$ cat config.mk
export PLATFORM = sky130hd
export DESIGN_NAME = bcd_count2_flat
export DESIGN_NICKNAME = d
export VERILOG_FILES = /design/src/rtl/bcd_count2_if.sv /design/src/rtl/bcd_count2.sv /design/src/flat_wrapper.sv
export SDC_FILE = /design/constraint.sdc
export NUM_CORES = 1
export LEC_CHECK = 0
export ABC_AREA = 1
export BUFFER_PORTS_ARGS = -buffer_cell sky130_fd_sc_hd__buf_2
export CAP_MARGIN = 15
export CORE_MARGIN = 2
export CORE_UTILIZATION = 64
export CTS_CLUSTER_DIAMETER = 100
export DETAILED_ROUTE_END_ITERATION = 7
export PLACE_DENSITY = 0.81
export SLEW_MARGIN = 15
export SYNTH_ARGS = -nofsm -noshare
export SYNTH_HDL_FRONTEND = slang
export SYNTH_SLANG_ARGS = --single-unit
$ cat constraint.sdc
create_clock -name clk -period 3.6 [get_ports clk]
set_input_delay 0.9 -clock clk [delete_from_list [all_inputs] [get_ports clk]]
set_output_delay 0.9 -clock clk [all_outputs]
set_load 0.05 [all_outputs]
$ cat src/rtl/bcd_count2_if.sv
// Control and digit-output bundle for the two-digit BCD counter.
// The counter attaches through the slave modport; its driver uses master.
interface bcd_count2_if;
    logic       en;
    logic       up_dn;
    logic       clr;
    logic       load;
    logic [3:0] load_ones;
    logic [3:0] load_tens;
    logic [4:0] bcd_ones;
    logic [4:0] bcd_tens;
    logic       tick;
    logic       carry;

    modport master (
        output en, up_dn, clr, load, load_ones, load_tens,
        input  bcd_ones, bcd_tens, tick, carry
    );

    modport slave (
        input  en, up_dn, clr, load, load_ones, load_tens,
        output bcd_ones, bcd_tens, tick, carry
    );
endinterface

$ cat src/rtl/bcd_count2.sv
// Two-digit BCD up/down counter (00..99) with prescaler, clear, load, tick and carry strobes.
// Define BCD_COUNT2_SATURATE_EN to hold at 99/00 instead of wrapping (carry then flags the limit).
module bcd_count2 #(
    parameter int PRESCALE   = 50000000,
    parameter int PRESCALE_W = 26
) (
    input  logic         clk,
    input  logic         rst_n,
    bcd_count2_if.slave  bus
);

    localparam logic [PRESCALE_W-1:0] PRESC_LAST = PRESCALE_W'(PRESCALE - 1);

    logic [PRESCALE_W-1:0] presc;
    logic [3:0]            ones;
    logic [3:0]            tens;
    logic                  tick_r;
    logic                  carry_r;

    function automatic logic [3:0] clamp9(input logic [3:0] v);
        return (v > 4'd9) ? 4'd9 : v;
    endfunction

    always_ff @(posedge clk or negedge rst_n) begin
        if (!rst_n) begin
            presc   <= '0;
            ones    <= '0;
            tens    <= '0;
            tick_r  <= 1'b0;
            carry_r <= 1'b0;
        end else begin
            tick_r  <= 1'b0;
            carry_r <= 1'b0;
            if (bus.clr) begin
                presc <= '0;
                ones  <= '0;
                tens  <= '0;
            end else if (bus.load) begin
                presc <= '0;
                ones  <= clamp9(bus.load_ones);
                tens  <= clamp9(bus.load_tens);
            end else if (bus.en) begin
                if (presc == PRESC_LAST) begin
                    presc  <= '0;
                    tick_r <= 1'b1;
                    if (bus.up_dn) begin
                        if (ones == 4'd9 && tens == 4'd9) begin
                            carry_r <= 1'b1;
`ifdef BCD_COUNT2_SATURATE_EN
                            ones <= ones;
                            tens <= tens;
`else
                            ones <= 4'd0;
                            tens <= 4'd0;
`endif
                        end else if (ones == 4'd9) begin
                            ones <= 4'd0;
                            tens <= tens + 4'd1;
                        end else begin
                            ones <= ones + 4'd1;
                        end
                    end else begin
                        // Borrow path mirrors the carry path: 00 is the lower limit
                        if (ones == 4'd0 && tens == 4'd0) begin
                            carry_r <= 1'b1;
`ifdef BCD_COUNT2_SATURATE_EN
                            ones <= ones;
                            tens <= tens;
`else
                            ones <= 4'd9;
                            tens <= 4'd9;
`endif
                        end else if (ones == 4'd0) begin
                            ones <= 4'd9;
                            tens <= tens - 4'd1;
                        end else begin
                            ones <= ones - 4'd1;
                        end
                    end
                end else begin
                    presc <= presc + PRESCALE_W'(1);
                end
            end
        end
    end

    assign bus.bcd_ones = {1'b0, ones};
    assign bus.bcd_tens = {1'b0, tens};
    assign bus.tick     = tick_r;
    assign bus.carry    = carry_r;

endmodule

$ cat src/flat_wrapper.sv
// flat-port wrapper written by rule: the top's interface ports become plain ports
module bcd_count2_flat 
#(
    parameter int PRESCALE   = 50000000,
    parameter int PRESCALE_W = 26
)
  (clk, rst_n, bus_en, bus_up_dn, bus_clr, bus_load, bus_load_ones, bus_load_tens, bus_bcd_ones, bus_bcd_tens, bus_tick, bus_carry);
  bcd_count2_if bus_i ();
  input  logic clk;
  input  logic rst_n;
  input wire logic [$bits(bus_i.en)-1:0] bus_en;
  input wire logic [$bits(bus_i.up_dn)-1:0] bus_up_dn;
  input wire logic [$bits(bus_i.clr)-1:0] bus_clr;
  input wire logic [$bits(bus_i.load)-1:0] bus_load;
  input wire logic [$bits(bus_i.load_ones)-1:0] bus_load_ones;
  input wire logic [$bits(bus_i.load_tens)-1:0] bus_load_tens;
  output wire logic [$bits(bus_i.bcd_ones)-1:0] bus_bcd_ones;
  output wire logic [$bits(bus_i.bcd_tens)-1:0] bus_bcd_tens;
  output wire logic [$bits(bus_i.tick)-1:0] bus_tick;
  output wire logic [$bits(bus_i.carry)-1:0] bus_carry;
  assign bus_i.en = bus_en;
  assign bus_i.up_dn = bus_up_dn;
  assign bus_i.clr = bus_clr;
  assign bus_i.load = bus_load;
  assign bus_i.load_ones = bus_load_ones;
  assign bus_i.load_tens = bus_load_tens;
  assign bus_bcd_ones = bus_i.bcd_ones;
  assign bus_bcd_tens = bus_i.bcd_tens;
  assign bus_tick = bus_i.tick;
  assign bus_carry = bus_i.carry;
  bcd_count2 #(.PRESCALE(PRESCALE), .PRESCALE_W(PRESCALE_W)) u_core (.clk(clk), .rst_n(rst_n), .bus(bus_i));
endmodule
==> key figures, run 1 <==
Outcome
  – Outcome: complete, no violations

Critical path
  – Crit path max-delay cell type: sky130_fd_sc_hd__dfrtp_1
  – Worst endpoint required time: 2.70 ns
  – Cell breakdown of the critical path: buf_2
  – Crit path launch type: flop
  – Arrival time worst endpoint: 1.11 ns
  – Critical Path Fanout Max: 8
  – Critical path's top delay family: flip-flops
  – CP max stage delay: 0.50 ns
  – WP buf/inv: 1
  – Critical path capture point type: primary output
  – Critical path class: reg2out

Power and ir drop
  – Sw Ratio: 33.77%
  – Proportion of power drawn by the clock network: 31.4%
  – Leakage power: 1.401 nW
  – Cell-internal power: 0.6619 mW
  – PwrDens: 344.1 mW/mm^2
  – Peak supply drop: 199.1 uV
  – Switching power of the nets: 0.3375 mW
  – Combinational Power Share: 23.3%
  – Sequential cell fraction of total power: 45.3%

Logic synthesis
  – Cell count after synthesis: 392
  – Post-Syn Area: 0.002720 mm^2
  – Number of synthesized flops with an enable pin: 0
  – Synthesis-stage register bit count: 36
  – Seq/Total Area, Yosys: 33.12%
  – Count of cell types in the netlist: 39
  – Main synth FF type: sky130_fd_sc_hd__dfrtp_1
  – Number of synthesis warnings: 0
  – Fraction of registers with async set/reset: 100.0%
  – Synth area leaders: sky130_fd_sc_hd__dfrtp_1 (33%), sky130_fd_sc_hd__nand2_1 (14%), sky130_fd_sc_hd__inv_1 (6.3%)
  – Share of Yosys cell area claimed by the top area cell type: 33.12%
  – Top cell type by total area after synthesis: sky130_fd_sc_hd__dfrtp_1
  – Avg Synthesized Cell Area: 6.939 um^2

Clock tree
  – Number of buffers created by CTS: 5
  – Count of hold buffers inserted by post-cts repair: 0
  – CTS-repair resized insts: 0
  – Worst-path clk slew: 0.07 ns
  – Setup Fix Bufs, Post-CTS: 0
  – Clock tree from TritonCTS: yes
  – Clock sinks: 36
  – Clock Tree Buf Depth: 2
  – CTS Root Buffer Type: sky130_fd_sc_hd__clkbuf_8
  – Clock latency of the later-clocked register in the worst-skew pair: 0.29 ns
  – Maximum level of the CTS H-tree: 2

Detailed routing
  – WL met2: 2915 um
  – Uppermost layer routed: met4
  – Routed wire length per instance: 12.76 um
  – Vias per inst: 5.499
  – Met1 WL: 2578 um
  – Overall via count from detail_route: 2,546
  – DRC marker count from the first detailed-route iteration: 140
  – First-pass iteration count of the detailed router: 4
  – Met3 WL: 240 um
  – Post-route DRC: 0
  – Final wirelength: 5907 um
  – Detail Route Antenna Nets: 0

Finish
  – Nets: 436
  – Total inserted antenna cells: 0
  – Share of post-route cells with drive strength above 1: 15.50%
  – Signed area change from the synthesized netlist to the final layout: 6.762%
  – Number of fill cells: 351

Placement
  – Half-perimeter wire length after placement: 4515 um
  – Input/output buffers: 23
  – Final RePlAce weighted congestion: 0.8621

STA
  – Share of the clock period used by the worst path: 55.84%
  – Setup repair after global routing missed its margin: no
  – Post-Route Hold Slack: 0.5427 ns
  – Worst Max-Slew Pin Slew: 0.7829 ns
  – Slew margin rel.: 47.81%
  – Number of hold violations in the final report: 0
  – Setup violation total in the final timing report: 0
  – Final count of pins violating max slew: 0
  – Minimum clock period: 2.010 ns
  – Worst-case clock skew: 0.006968 ns
  – Final sum of negative setup slack: 0 ns
  – Max Clk Rate: 0.4975 GHz

GRT
  – Number of antenna violations at the first check in global routing: 0
  – Global-route wire length before repair: 10,600 um
  – Global routing usage summed across all routing layers: 26.92%
  – Largest net degree at the start of global routing: 37
  – Total congestion overflow: 0
  – Vias in the first global route: 2,525

Die
  – Ports placed on the boundary: 26
  – Core box area: 0.004058 mm^2
  – Std cell rows: 23
  – Total Die Area: 0.004788 mm^2
  – Die Wd: 69.20 um
  – Floorplan die height: 69.20 um
  – Initial Util: 67.04%

Flow run
  – Max-cap check violation count: 0

Worst hold path
  – Type of the most critical hold path: reg2reg
worst reg2reg max path, stage by stage (launching register included):
cell                      delay, ns
sky130_fd_sc_hd__dfrtp_1       0.45
sky130_fd_sc_hd__inv_1         0.17
sky130_fd_sc_hd__ha_1          0.17
sky130_fd_sc_hd__nand2_1       0.05
sky130_fd_sc_hd__nor2_1        0.27
sky130_fd_sc_hd__nor2_1        0.13
sky130_fd_sc_hd__o21ai_0       0.24
sky130_fd_sc_hd__nand3_2       0.20
sky130_fd_sc_hd__nand2_1       0.11
sky130_fd_sc_hd__o21ai_1       0.06
stage by stage:
stage | setup WS, ns | util (%) | instance area [um^2] | cells | total power [mW]
final | 1.590 | 71.57 | 2904 | 463 | 0.9994
after global routing | 1.428 | 71.57 | 2904 | 463 | 1.050
after CTS | 1.589 | 71.57 | 2904 | 463 | 1.000
after detailed placement | 1.315 | 69.20 | 2808 | 456 | 0.6925
after global placement | 1.385 | 69.20 | 2808 | 456 | 0.6890
after floorplan | 1.630 | - | 2724 | 393 | 0.6386
state kept, by name, summed over array words and instances, names as in the netlist:
name              count
u_core.bus.carry      1
u_core.bus.tick       1
u_core.ones           4
u_core.presc         26
u_core.tens           4
cells in the mapped netlist, types with 2 or more instances:
| cell | instances |
|---|---|
| sky130_fd_sc_hd__a21oi_2 | 2 |
| sky130_fd_sc_hd__o21ai_0 | 15 |
| sky130_fd_sc_hd__nand2_2 | 4 |
| sky130_fd_sc_hd__inv_4 | 2 |
| sky130_fd_sc_hd__nor2_2 | 5 |
| sky130_fd_sc_hd__nor3_2 | 2 |
| sky130_fd_sc_hd__ha_1 | 9 |
| sky130_fd_sc_hd__a31oi_1 | 4 |
| sky130_fd_sc_hd__buf_4 | 2 |
| sky130_fd_sc_hd__buf_6 | 4 |
| sky130_fd_sc_hd__nor2_4 | 3 |
| sky130_fd_sc_hd__nand3_2 | 5 |
| sky130_fd_sc_hd__nand2_4 | 3 |
| sky130_fd_sc_hd__nand3_1 | 30 |
| sky130_fd_sc_hd__nor2_1 | 44 |
| sky130_fd_sc_hd__inv_1 | 46 |
| sky130_fd_sc_hd__nor3_1 | 11 |
| sky130_fd_sc_hd__o21ai_1 | 10 |
| sky130_fd_sc_hd__xor2_1 | 4 |
| sky130_fd_sc_hd__inv_2 | 3 |
| sky130_fd_sc_hd__dfrtp_1 | 36 |
| sky130_fd_sc_hd__nand2_1 | 105 |
| sky130_fd_sc_hd__nand4_1 | 13 |
| sky130_fd_sc_hd__a21oi_1 | 15 |
metal layers:
metal  up-vias  GRT usage, %
met5         -             0
met4         0         12.64
met3        18         4.506
met2        66         47.12
met1      1158         32.08
li1       1304             -
cells by family after synthesis:
group / after synthesis / share of synthesized area, %
AOI/OAI and AO/OA: 49 / 9.798
xor gates and xnor gates: 5 / 1.610
adders and majority gates: 9 / 4.140
buffers and inverters: 62 / 10.85
DFF: 36 / 33.12
other: 1 / 0.1379
and+or+nand+nor: 230 / 40.34
power by group through the flow:
| stage | clock [mW] | combinational [mW] | sequential (mW) |
|---|---|---|---|
| 3_3_place_gp | 0 | 0.230 | 0.459 |
| 3_5_place_dp | 0 | 0.234 | 0.459 |
| 5_1_grt | 0.334 | 0.259 | 0.456 |
| 6_report | 0.314 | 0.233 | 0.453 |
| 2_1_floorplan | 0 | 0.147 | 0.491 |
| 4_1_cts | 0.314 | 0.234 | 0.452 |
cell usage in the layout (no fill, tap or decap), types with 2 or more instances in the layout:
master and instances:
sky130_fd_sc_hd__inv_2 3, sky130_fd_sc_hd__buf_2 23, sky130_fd_sc_hd__nor3_1 11, sky130_fd_sc_hd__o21ai_1 10, sky130_fd_sc_hd__dfrtp_1 36, sky130_fd_sc_hd__nand2_1 105
sky130_fd_sc_hd__nand2_2 4, sky130_fd_sc_hd__o21ai_0 15, sky130_fd_sc_hd__nand3_2 5, sky130_fd_sc_hd__nand2_4 3, sky130_fd_sc_hd__nor2_1 44, sky130_fd_sc_hd__a21oi_1 15
sky130_fd_sc_hd__ha_1 9, sky130_fd_sc_hd__a21oi_2 2, sky130_fd_sc_hd__a31oi_1 4, sky130_fd_sc_hd__inv_4 2, sky130_fd_sc_hd__nand4_1 13, sky130_fd_sc_hd__nor2_2 5
sky130_fd_sc_hd__conb_1 2, sky130_fd_sc_hd__nand3_1 30, sky130_fd_sc_hd__inv_1 46, sky130_fd_sc_hd__clkbuf_8 7, sky130_fd_sc_hd__nor3_2 2, sky130_fd_sc_hd__xor2_1 4
sky130_fd_sc_hd__nor2_4 3
area by class of cell:
class,instances,area [um^2],area share [%]
multi-input combinational,295,1528,52.61
sequential,36,900.9,31.02
inverter,52,201.4,6.937
timing repair buffer,23,115.1,3.964
clock buffer,7,96.34,3.318
tap,50,62.56,2.154
final timing paths:
check	start	endpoint	slack (ns)	cells past startpoint
max in group asynchronous	rst_n	u_core.presc[5]	2.42	1
min	u_core.presc[0]	u_core.presc[0]	0.54	1
min in group asynchronous	rst_n	u_core.presc[19]	0.68	1
min reg2reg	u_core.presc[0]	u_core.presc[0]	0.54	1
max	u_core.ones[2]	bus_bcd_ones[2]	1.59	1
max reg2reg	u_core.ones[1]	u_core.tens[0]	1.67	9
No activity file was read; power rests on OpenSTA's default activity.
==> inputs of run 2 (changes only) <==
--- a/config.mk
+++ b/config.mk
@@ -9,10 +9,10 @@
 export BUFFER_PORTS_ARGS = -buffer_cell sky130_fd_sc_hd__buf_2
 export CAP_MARGIN = 15
 export CORE_MARGIN = 2
-export CORE_UTILIZATION = 64
+export CORE_UTILIZATION = 54
 export CTS_CLUSTER_DIAMETER = 100
 export DETAILED_ROUTE_END_ITERATION = 7
-export PLACE_DENSITY = 0.81
+export PLACE_DENSITY = 0.73
 export SLEW_MARGIN = 15
 export SYNTH_ARGS = -nofsm -noshare
 export SYNTH_HDL_FRONTEND = slang
==> constraint.sdc (replaced) <==
create_clock -name clk -period 1.8 [get_ports clk]
set_input_delay 0.45 -clock clk [delete_from_list [all_inputs] [get_ports clk]]
set_output_delay 0.45 -clock clk [all_outputs]
set_load 0.05 [all_outputs]
==> run 2 against run 1 <==
Against the previous run:
- the run now ends with DRC left
- combinational power is 140% higher
- global-route usage decreased by 1.6 points
- critical endpoint is now u_core.tens[1]
- largest power group unchanged
- core utilization down 5.6 points
- sequential cell count did not move
- critical path depth is 9 higher
- clock power rose to 2.5 times the previous value
- wire length grew 8.5%
- die area rose by 17%
- clock skew grew 0.0017 ns
- worst setup slack worse by 1.5 ns
==> key figures, run 2 (synthesized netlist as in run 1, its figures left out) <==
Outcome
  – Outcome: complete, but fails checks
  – Violated checks: DRC

Critical path
  – Crit path max-delay cell type: sky130_fd_sc_hd__dfrtp_1
  – Critical Path Fanout Max: 7 (-1)
  – Critical path class: reg2reg
  – Arrival time worst endpoint: 1.84 ns (+0.73 ns)
  – Cell breakdown of the critical path: ha_2 > inv_2 > nor2_2 > nand2_2 > nor2_2 > nand3_2 > nand2_4 > nand3_2 > nand2_1 > o21ai_1
  – CP max stage delay: 0.40 ns (-0.10 ns)
  – Critical path capture point type: flop
  – Crit path launch type: flop
  – Worst endpoint required time: 1.97 ns (-0.73 ns)
  – Register-to-register path setup slack: 0.13 ns (-1.54 ns)

Detailed routing
  – Final wirelength: 6408 um (+8.5%)
  – Detail Route Antenna Nets: 0 (unchanged)
  – Post-route DRC: 1 (+1)
  – Vias per inst: 5.200 (-5.4%)
  – Routed wire length per instance: 12.79 um (+0.25%)
  – DRC marker count from the first detailed-route iteration: 188 (+34%)
  – First-pass iteration count of the detailed router: 8 (+4)
  – Overall via count from detail_route: 2,605 (+2.3%)

Finish
  – Number of fill cells: 415 (+18%)
  – Total inserted antenna cells: 0 (unchanged)
  – Area taken by multi-input logic gates: 0.001570 mm^2 (+2.8%)
  – Commonest cells after routing, fill and taps aside: sky130_fd_sc_hd__nand2_1 (103), sky130_fd_sc_hd__inv_1 (44), sky130_fd_sc_hd__nor2_1 (42)
  – Largest register FFs: 26 (unchanged)
  – Regs by FF count: u_core.presc: 26 flops, u_core.ones: 4 flops, u_core.tens: 4 flops
  – Signed area change from the synthesized netlist to the final layout: 16.15%
  – Most common library cell in the layout ignoring fill and taps: sky130_fd_sc_hd__nand2_1
  – Share of post-route cells with drive strength above 1: 22.12% (+6.6 points)
  – Most flops, register: u_core.presc
  – Nets: 456 (+4.6%)
  – Sequential standard cell area: 903.4 um^2 (+0.28%)

Placement
  – Half-perimeter wire length after placement: 4893 um (+8.4%)
  – Input/output buffers: 23 (unchanged)
  – Final RePlAce weighted congestion: 0.8862 (+2.8%)

Clock tree
  – Maximum level of the CTS H-tree: 2 (unchanged)
  – Worst-path clk slew: 0.08 ns (about the same)
  – CTS Root Buffer Type: sky130_fd_sc_hd__clkbuf_8
  – Clock latency of the later-clocked register in the worst-skew pair: 0.29 ns (about the same)
  – Clock sinks: 36 (unchanged)
  – Clock Tree Buf Depth: 2 (unchanged)
  – Clock tree from TritonCTS: yes
  – Number of buffers created by CTS: 5 (unchanged)

STA
  – Number of hold violations in the final report: 0 (unchanged)
  – Worst-case clock skew: 0.008677 ns (+0.001709 ns)
  – Minimum clock period: 1.671 ns
  – Final count of pins violating max slew: 0 (unchanged)
  – Share of the clock period used by the worst path: 92.83%
  – Setup repair after global routing missed its margin: yes
  – Max Clk Rate: 0.5984 GHz
  – Setup violation total in the final timing report: 0 (unchanged)
  – Final sum of negative setup slack: 0 ns (unchanged)

Worst hold path
  – Type of the most critical hold path: in2async

Power and ir drop
  – PwrDens: 704.4 mW/mm^2 (+100%)
  – Leakage power: 1.522 nW (+8.6%)
  – Total power consumption of the routed design: 2.225 mW (+120%)
  – Peak supply drop: 344.5 uV (+73%)

Die
  – Core box area: 0.004786 mm^2 (+18%)
  – Ports placed on the boundary: 26 (unchanged)
  – Floorplan die height: 74.98 um (+8.4%)
  – Std cell rows: 25 (+8.7%)
  – Initial Util: 56.84% (-10 points)
  – Total Die Area: 0.005621 mm^2 (+17%)
  – Die Wd: 74.98 um (+8.4%)

GRT
  – Largest net degree at the start of global routing: 22 (-41%)
  – Number of antenna violations at the first check in global routing: 0 (unchanged)
  – Total congestion overflow: 0 (unchanged)
  – Global-route wire length before repair: 10,950 um (+3.3%)
  – Vias in the first global route: 2,476 (-1.9%)
  – Met1 Track Usage GR: 32.49% (+0.41 points)
  – Global routing usage summed across all routing layers: 25.32% (-1.6 points)
  – Met3 Resource Use GR: 4.016% (-0.49 points)
  – GR met2 Demand/Resource: 42.69% (-4.4 points)
  – Grt peak-use layer: met2

Flow run
  – Max-cap check violation count: 0 (unchanged)
==> run 2: cell count changes in the layout (fill, tap and decap cells not counted), moves of 2 or more <==
cell                      change
sky130_fd_sc_hd__inv_2        +2
sky130_fd_sc_hd__nor2_2       +2
sky130_fd_sc_hd__dfrtp_1      -2
sky130_fd_sc_hd__buf_4       +17
sky130_fd_sc_hd__inv_1        -2
sky130_fd_sc_hd__ha_2         +2
sky130_fd_sc_hd__nor2_1       -2
sky130_fd_sc_hd__nand2_1      -2
sky130_fd_sc_hd__ha_1         -2
sky130_fd_sc_hd__dfrtp_2      +2
==> run 2: per-stage QoR <==
step / setup WS, ns / hold WS, ns / instance area, um^2 / cells / util (%)
CTS: 0.02070 / 0.08044 / 3083 / 496 / 64.42
global placement: 0.06204 / 0.3990 / 2957 / 488 / 61.78
finish: 0.1290 / 0.06898 / 3159 / 501 / 66.01
floorplan: 0.05995 / 0.1544 / 2726 / 393 / -
detailed placement: 0.04271 / 0.4036 / 2957 / 488 / 61.78
global route: -0.01550 / 0.1082 / 3159 / 501 / 66.01
==> run 2: cell type report <==
type | count | area share [%]
clock inverter | 1 | 0.9505
clock buffer | 7 | 3.050
tap | 67 | 2.653
timing repair buffer | 42 | 8.673
sequential | 36 | 28.59
multi-input combinational | 296 | 49.70
inverter | 52 | 6.376
==> run 2: report_power, final <==
| group | internal, mW | switching (mW) | total, mW |
|---|---|---|---|
| clock | 0.489 | 0.299 | 0.787 |
| combinational | 0.186 | 0.362 | 0.548 |
| sequential | 0.845 | 0.0448 | 0.890 |
| total | 1.52 | 0.705 | 2.23 |
==> run 2: path summary, 6_finish.rpt <==
kind,from,endpoint,cells after the start
min in group clk,bus_en,u_core.presc[6],2
min,rst_n,u_core.presc[9],1
max reg2reg,u_core.presc[1],u_core.tens[1],10
max,u_core.presc[1],u_core.tens[1],10
max in group asynchronous,rst_n,u_core.tens[0],2
min reg2reg,u_core.presc[1],u_core.presc[1],2
==> run 2: metal layers <==
| layer | share of wire, % | vias to the layer above |
|---|---|---|
| li1 | - | 1345 |
| met1 | 45 | 1186 |
| met2 | 49 | 60 |
| met3 | 3.6 | 14 |
| met4 | 2.2 | 0 |
| met5 | 0 | - |
==> run 2: repair_timing <==
action,in CTS,in global routing
buffers inserted,0,4
resized for setup,0,14
hold buffers,0,0
setup endpoints to repair,0,27
==> run 2: critical path: cells and delay by family, from the launching register on <==
kind	cells	cell delay [ns]
AND/OR/NAND/NOR	7	0.84
flip-flops	1	0.40
adder cells (fa/ha/maj)	1	0.22
AO/OA/AOI/OAI	1	0.06
buffers and inverters	1	0.05
